File: config.mk
export PLATFORM = sky130hd
export DESIGN_NAME = plc_tx_frame_ctrl
export DESIGN_NICKNAME = d
export VERILOG_FILES = /design/src/rtl/plc_tx_frame_ctrl.sv
export SDC_FILE = /design/constraint.sdc
export NUM_CORES = 1
export LEC_CHECK = 0
export CAP_MARGIN = 10
export CORE_ASPECT_RATIO = 0.9
export CORE_MARGIN = 5
export CORE_UTILIZATION = 45
export CTS_CLUSTER_DIAMETER = 80
export DETAILED_ROUTE_END_ITERATION = 8
export GPL_TIMING_DRIVEN = 1
export PLACE_DENSITY = 0.7
export SYNTH_ARGS = -nofsm -noshare
export SYNTH_HDL_FRONTEND = slang
export SYNTH_SLANG_ARGS = --single-unit
File: constraint.sdc
create_clock -name clk -period 1.9 [get_ports clk]
set_input_delay 0.285 -clock clk [delete_from_list [all_inputs] [get_ports clk]]
set_output_delay 0.285 -clock clk [all_outputs]
set_load 0.1 [all_outputs]
File: src/rtl/plc_tx_frame_ctrl.sv
// plc_tx_frame_ctrl: transmit frame sequencer between the TX FIFO
// and the serializer (preamble, SFD, payload, inter-frame gap).
module plc_tx_frame_ctrl #(
    parameter int unsigned       DATA_W        = 8,
    parameter int unsigned       LEN_W         = 8,
    parameter int unsigned       PREAMBLE_LEN  = 2,
    parameter logic [DATA_W-1:0] PREAMBLE_BYTE = 8'h55,
    parameter logic [DATA_W-1:0] SFD_BYTE      = 8'hD5,
    parameter int unsigned       GAP_CYCLES    = 16,
    parameter int unsigned       UNDERRUN_TO   = 32
) (
    input  logic              clk,
    input  logic              rst_n,
    input  logic              frame_req,
    input  logic [LEN_W-1:0]  frame_len,
    input  logic              fifo_empty,
    output logic              fifo_rd_en,
    input  logic [DATA_W-1:0] fifo_rdata,
    input  logic              piso_ready,
    output logic              piso_load,
    output logic [DATA_W-1:0] piso_data,
    output logic              piso_start,
    output logic              busy,
    output logic              frame_done,
    output logic              underrun
);

    localparam int unsigned PRE_W   = (PREAMBLE_LEN > 1) ? $clog2(PREAMBLE_LEN) : 1;
    localparam int unsigned GAP_W   = $clog2(GAP_CYCLES + 1);
    localparam int unsigned STALL_W = $clog2(UNDERRUN_TO + 1);

    localparam logic [PRE_W-1:0]   PRE_LAST   = PRE_W'(PREAMBLE_LEN - 1);
    localparam logic [GAP_W-1:0]   GAP_LAST   = GAP_W'(GAP_CYCLES - 1);
    localparam logic [STALL_W-1:0] STALL_LAST = STALL_W'(UNDERRUN_TO - 1);

    typedef enum logic [2:0] {
        S_IDLE, S_START, S_PRE, S_SFD, S_RD, S_CAP, S_TX, S_GAP
    } state_t;

    state_t              r_state, w_state;
    logic [PRE_W-1:0]    r_pre,   w_pre;
    logic [GAP_W-1:0]    r_gap,   w_gap;
    logic [STALL_W-1:0]  r_stall, w_stall;
    logic [LEN_W-1:0]    r_rem,   w_rem;
    logic [DATA_W-1:0]   r_data,  w_data;
    logic                r_done,  w_done;
    logic                r_und,   w_und;
    logic                w_load;
    logic [DATA_W-1:0]   w_pdata;
    logic                w_start;
    logic                w_rd;

    // State and datapath registers; reset abandons any partial byte.
    always_ff @(posedge clk or negedge rst_n) begin
        if (!rst_n) begin
            r_state <= S_IDLE;
            r_pre   <= '0;
            r_gap   <= '0;
            r_stall <= '0;
            r_rem   <= '0;
            r_data  <= '0;
            r_done  <= 1'b0;
            r_und   <= 1'b0;
        end else begin
            r_state <= w_state;
            r_pre   <= w_pre;
            r_gap   <= w_gap;
            r_stall <= w_stall;
            r_rem   <= w_rem;
            r_data  <= w_data;
            r_done  <= w_done;
            r_und   <= w_und;
        end
    end

    // Next-state, counter updates and handshake outputs.
    always_comb begin
        w_state = r_state;
        w_pre   = r_pre;
        w_gap   = r_gap;
        w_stall = r_stall;
        w_rem   = r_rem;
        w_data  = r_data;
        w_done  = 1'b0;
        w_und   = 1'b0;
        w_load  = 1'b0;
        w_pdata = '0;
        w_start = 1'b0;
        w_rd    = 1'b0;
        unique case (r_state)
            S_IDLE: begin
                if (frame_req && frame_len != '0) begin
                    w_rem   = frame_len;
                    w_state = S_START;
                end
            end
            S_START: begin
                w_start = 1'b1;
                w_pre   = '0;
                w_stall = '0;
                w_state = S_PRE;
            end
            S_PRE: begin
                w_load  = 1'b1;
                w_pdata = PREAMBLE_BYTE;
                if (piso_ready) begin
                    if (r_pre == PRE_LAST) begin
                        w_pre   = '0;
                        w_state = S_SFD;
                    end else begin
                        w_pre = r_pre + PRE_W'(1);
                    end
                end
            end
            S_SFD: begin
                w_load  = 1'b1;
                w_pdata = SFD_BYTE;
                if (piso_ready) begin
                    w_stall = '0;
                    w_state = S_RD;
                end
            end
            S_RD: begin
                if (!fifo_empty) begin
                    w_rd    = 1'b1;
                    w_stall = '0;
                    w_state = S_CAP;
                end else if (r_stall == STALL_LAST) begin
                    w_und   = 1'b1;
                    w_stall = '0;
                    w_gap   = '0;
                    w_state = S_GAP;
                end else begin
                    w_stall = r_stall + STALL_W'(1);
                end
            end
            S_CAP: begin
                w_data  = fifo_rdata;
                w_state = S_TX;
            end
            S_TX: begin
                w_load  = 1'b1;
                w_pdata = r_data;
                if (piso_ready) begin
                    if (r_rem == LEN_W'(1)) begin
                        w_rem   = '0;
                        w_done  = 1'b1;
                        w_gap   = '0;
                        w_state = S_GAP;
                    end else begin
                        w_rem   = r_rem - LEN_W'(1);
                        w_state = S_RD;
                    end
                end
            end
            S_GAP: begin
                if (r_gap == GAP_LAST) begin
                    w_gap   = '0;
                    w_state = S_IDLE;
                end else begin
                    w_gap = r_gap + GAP_W'(1);
                end
            end
            default: begin
                w_state = S_IDLE;
            end
        endcase
    end

    assign fifo_rd_en = w_rd;
    assign piso_load  = w_load;
    assign piso_data  = w_pdata;
    assign piso_start = w_start;
    assign busy       = (r_state != S_IDLE);
    assign frame_done = r_done;
    assign underrun   = r_und;

endmodule
Yosys cells after proc, flatten, opt, wreduce, memory -nomap -nowiden
Cells that the tools add are included.
Cells by class
  add/sub/neg operators: 4
  eq/ne operators: 20
  mux-type cells: 38
  reduce and logical (&&, ||, !) cells: 14
Operators with widths (number)
  $mux W5: 5
  $mux W3: 8
  $mux W8: 3
  $pmux W3 S8: 1
  $pmux W8 S3: 1
  $mux W6: 3
  $ne A2 B2 Y1 const B: 9
  $pmux W6 S3: 1
  $pmux W8 S2: 1
  $pmux W5 S3: 1
  $eq A3 B3 Y1 const B: 4
  $mux W1: 12
  $reduce_bool A3 Y1: 3
  $eq A8 B1 Y1 const B: 1
  $reduce_bool A8 Y1: 1
  $sub A8 B1 Y8 const B: 1
  $reduce_and A7 Y1: 1
  $add A6 B1 Y6 const B: 1
  $eq A3 B2 Y1 const B: 2
  $eq A6 B5 Y1 const B: 1
  $add A5 B1 Y5 const B: 1
  $eq A5 B4 Y1 const B: 1
  $reduce_and A5 Y1: 1
  $reduce_and A2 Y1: 2
  other kinds (10): 11
Word-level totals
  register bits after elaboration: 33
  bits of input ports: 21
  output and inout bits: 14
  logic and storage cells: 84

Logic depth before layout (Yosys ltp)
  depth after elaboration: 4
  gate-level depth with buffers: 7
  gate-level depth less buffers: 6

Worst setup path after synthesis
No wires, ideal clock.
  kind: reg-to-output
  from: register r_state[1]
  to: output piso_data[7]
  data arrival time: 3.110 ns
  data required time: 1.615 ns
  setup slack: -1.495 ns
  stages on the path, launching flop included: 4
  path buffers: 2
  path through: dfrtp_1 -> clkbuf_1 -> clkbuf_1 -> a21boi_0
On the way
  longest elaborated chain between the ends: 2
Ends and longest elaborated chain
  start, declared: line 40  | state_t r_state, w_state;
  start signal, assigned: line 65  | r_state <= w_state;
  $eq A3 B3 Y1 or $eq A3 B2 Y1 (tied branches): line 90  | unique case (r_state)
  $pmux W8 S3 (*): line 90
  end, declared: line 21  | output logic [DATA_W-1:0] piso_data,
Every way passes the cells marked *; elsewhere a longest branch is shown, timed or not.

Worst setup path after layout
  from: register r_state[1]
  to: output fifo_rd_en
On the way
  longest elaborated chain between the ends: 2
Ends and longest elaborated chain
  $eq A3 B3 Y1: line 90
  $mux W1: line 90
  end, declared: line 17  | output logic fifo_rd_en,
Every way passes these cells.

==> impl_metrics.toml <==
[yosys]
postSynthNetCount = 226
synth_sequential_area_ratio_pct = 41.3
synth.top_cells.by_area = "dfrtp_1 41%, mux2_2 5.1%, o2bb2ai_1 3.1%"
synth_area_per_cell_um2 = 9.96
synthesized_netlist_cell_count = 201
ys_async_sr_fraction_pct = 100
synth_cell_type_count = 57
post_synth_edffs = 0
synthesis.yosys.warnings = 0
synth.largest_area_cell = "dfrtp_1"
synth_largest_type_area_fraction_pct = 41.3
postSynthRegisterBits = 33
synth-main-ff-cell = "dfrtp_1"
synthesis.area_um2 = 2000

[clock_tree]
number_of_cts_inserted_buffers = 5
cts_max_level = 2
cts_buffer_depth = 2
clk_pin_slew_worst_paths_ns = 0.08
clock-root-buffer = "clkbuf_8"
clock_sink_count = 33
tritoncts_clock_tree = "done"
hold_buffers = 0
clk-insertion-delay-late_ns = 0.29

[placed_design]
dp.cells = 313
pre_cts_slack_ns = 0.0148
buffer_ports.inserted = 34
routabilityCongestion = 0.902
detailed_place_hpwl_um = 3740

[global_route]
gr-usage-met2_pct = 29.5
grt_util_met1_pct = 26.1
grt_start_max_net_pins = 34
met3_usage_pct = 4.78
grt.total_usage_pct = 18.8
grt_pass1_vias = 1826
global_route.overflow_total = 0
antenna_found_initial = 0
grt_pass1_wl_um = 8750
grt.busiest_layer = "met2"

[worst_setup_path]
critPathLaunchType = "flop"
crit_required_ns = 1.62
family_with_the_most_delay_on_the_worst_path = "flip-flops"
crit_path_top_delay_cell = "dfrtp_1"
worst_setup_path_end_kind = "primary output"
r2r.worst_path.cells = 7
worst-path-stages = 4
path_class = "flop to primary output"
critical_path_arrival_ns = 1.52
r2r_end = "r_rem[0]"
cp-endpoint = "fifo_rd_en"
timing.critical_path.fanout_max = 19
origin_of_the_worst_setup_path = "r_state[1]"
startpoint_of_the_worst_slack_reg_to_reg_timing_path = "r_rem[1]"
worstPathCellList = "buf_6 -> nor3b_4 -> nor2b_4 -> buf_12"
maximum_cell_stage_delay_along_the_critical_path_ns = 0.46
worst-path-buf-inv = 2
setup.reg_to_reg.worst_slack_ns = 0.11

[routing]
antenna_violating_nets_post_route = 0
drt-initial-drc-count = 81
vias_per_cell = 5.60
number_of_remaining_drc_errors = 0
avgRoutedWirePerCell_um = 15.7
detailedRoute.firstPassIterationCount = 4
postRouteWirelength_um = 5070
vias = 1802

[cells_and_area]
share_of_cells_above_drive_strength_1_pct = 33.1
nets = 284
total_inserted_antenna_cells = 0
final_cells = 322
synthToLayoutAreaGrowth_pct = 43.1
final_util_pct = 65.5
mostFrequentLayoutCells = "31 x dfrtp_1, 28 x buf_4, 20 x clkdlybuf4s50_1, 13 x nand2_1"
mostFrequentLayoutCell = "dfrtp_1"

[hold_path]
min_path_type = "input port to asynchronous set/reset pin"

[die]
dieWidth_um = 80.3
floorplan.die_area_um2 = 5880
floorplan.initialDensity_pct = 45.8
die_y_um = 73.3
design.portCount = 35
core_area_um2 = 4370
std_cell_rows = 23

[sta]
fin_crit_period_ns = 1.80
timing.setup.tns_ns = 0
fin_hold_ws_ns = 0.395
slew_violations = 0
worst_pin_slew_ns = 0.428
final.setup.worst_slack_ns = 0.0959
finalHoldViolCount = 0
setup_repair_after_global_routing_missed_its_margin = "no"
setup_viol = 0
achievable-frequency_mhz = 554
finalCritPeriodShare_pct = 95.0
finClkSkew_ns = 0.00525
worst_slew_margin_rel_pct = 71.4

[power]
power.leakage_uw = 0.00119
vdd_drop_max_v = 0.00122
power-per-cell-area_nw_per_um2 = 1760

[status]
status = "complete, no violations"

[flow_run]
drv.max_cap_violation_count = 0
## power by group
group / switching [uW] / leakage (uW) / internal (uW)
logic: 1760 / 0.000724 / 1390
registers: 243 / 0.000407 / 965
clock network: 288 / 0.0000543 / 393
total: 2290 / 0.00119 / 2750
## state kept, by name, indices dropped and copies added, names as in the netlist
register / cells
r_data: 8
r_rem: 8
r_stall: 6
r_gap: 5
r_state: 3
frame_done: 1
r_pre: 1
underrun: 1
## cell families after synthesis
| logic type | synth area share [%] |
|---|---|
| AOI/OAI and AO/OA | 23.3 |
| buffers and inverters | 3.50 |
| muxes | 7.81 |
| DFF | 41.2 |
| adders and majority gates | 2.50 |
| and+or+nand+nor | 21.2 |
| xor gates and xnor gates | 0.438 |
## per-layer routing
metal  up-vias  share of wire, %  wire [um]
met3         4               5.7        287
li1        878                 -          -
met1       871                47       2370
met5         -                 0          0
met4         0              0.63         32
met2        49                47       2380
## synthesized netlist by cell type, drive strengths merged (4+ instances only)
| cell | number |
|---|---|
| nor2 | 7 |
| o21ai | 14 |
| nor4 | 7 |
| o22ai | 5 |
| clkbuf | 4 |
| buf | 6 |
| and2 | 5 |
| nor2b | 6 |
| o2bb2ai | 7 |
| nor3 | 5 |
| nand3 | 6 |
| nand2 | 13 |
| a21oi | 12 |
| ha | 4 |
| dfrtp | 33 |
| mux2i | 4 |
| mux2 | 10 |
## through the flow
step | area [um^2] | power (uW)
6_report | 2870 | 5040
5_1_grt | 2870 | 5340
4_1_cts | 2840 | 4980
3_5_place_dp | 2720 | 4280
3_3_place_gp | 2720 | 4220
2_1_floorplan | 2040 | 3220
## cell type report
type                            instances  area [um^2]
Inverter                                5         18.8
Tap cell                               62         77.6
Timing Repair Buffer                   61          662
Fill cell                             360         1510
Multi-Input combinational cell        153         1160
Clock inverter                          3         46.3
Clock buffer                            5         68.8
Sequential cell                        33          828
## how the worst min path moves through the flow
stage,startpoint,endpoint,slack [ns],cells past startpoint
6_report,rst_n,r_rem[2],0.40,2
5_1_grt,rst_n,r_rem[7],0.44,2
4_1_cts,rst_n,r_rem[7],0.42,2
3_5_place_dp,r_gap[4],r_gap[4],0.47,1
3_3_place_gp,r_gap[4],r_gap[4],0.47,1
2_1_floorplan,rst_n,frame_done,-0.01,0
## worst reg2reg max path, stage by stage, from the launching register on
cell,delay (ns)
dfrtp_1,0.38
inv_1,0.08
ha_1,0.15
or3b_4,0.41
o21ai_4,0.23
buf_4,0.18
a2bb2oi_1,0.16
mux2i_1,0.09
## timing repair
item / 4_1_cts / 5_1_grt
buffers inserted: 0 / 1
gates resized for setup: 2 / 6
pin swaps: 0 / 1
endpoints found under the setup margin: 4 / 16
hold endpoints to repair: 0 / 0
gates cloned: 0 / 0
Power figures use the tool's default switching activity.
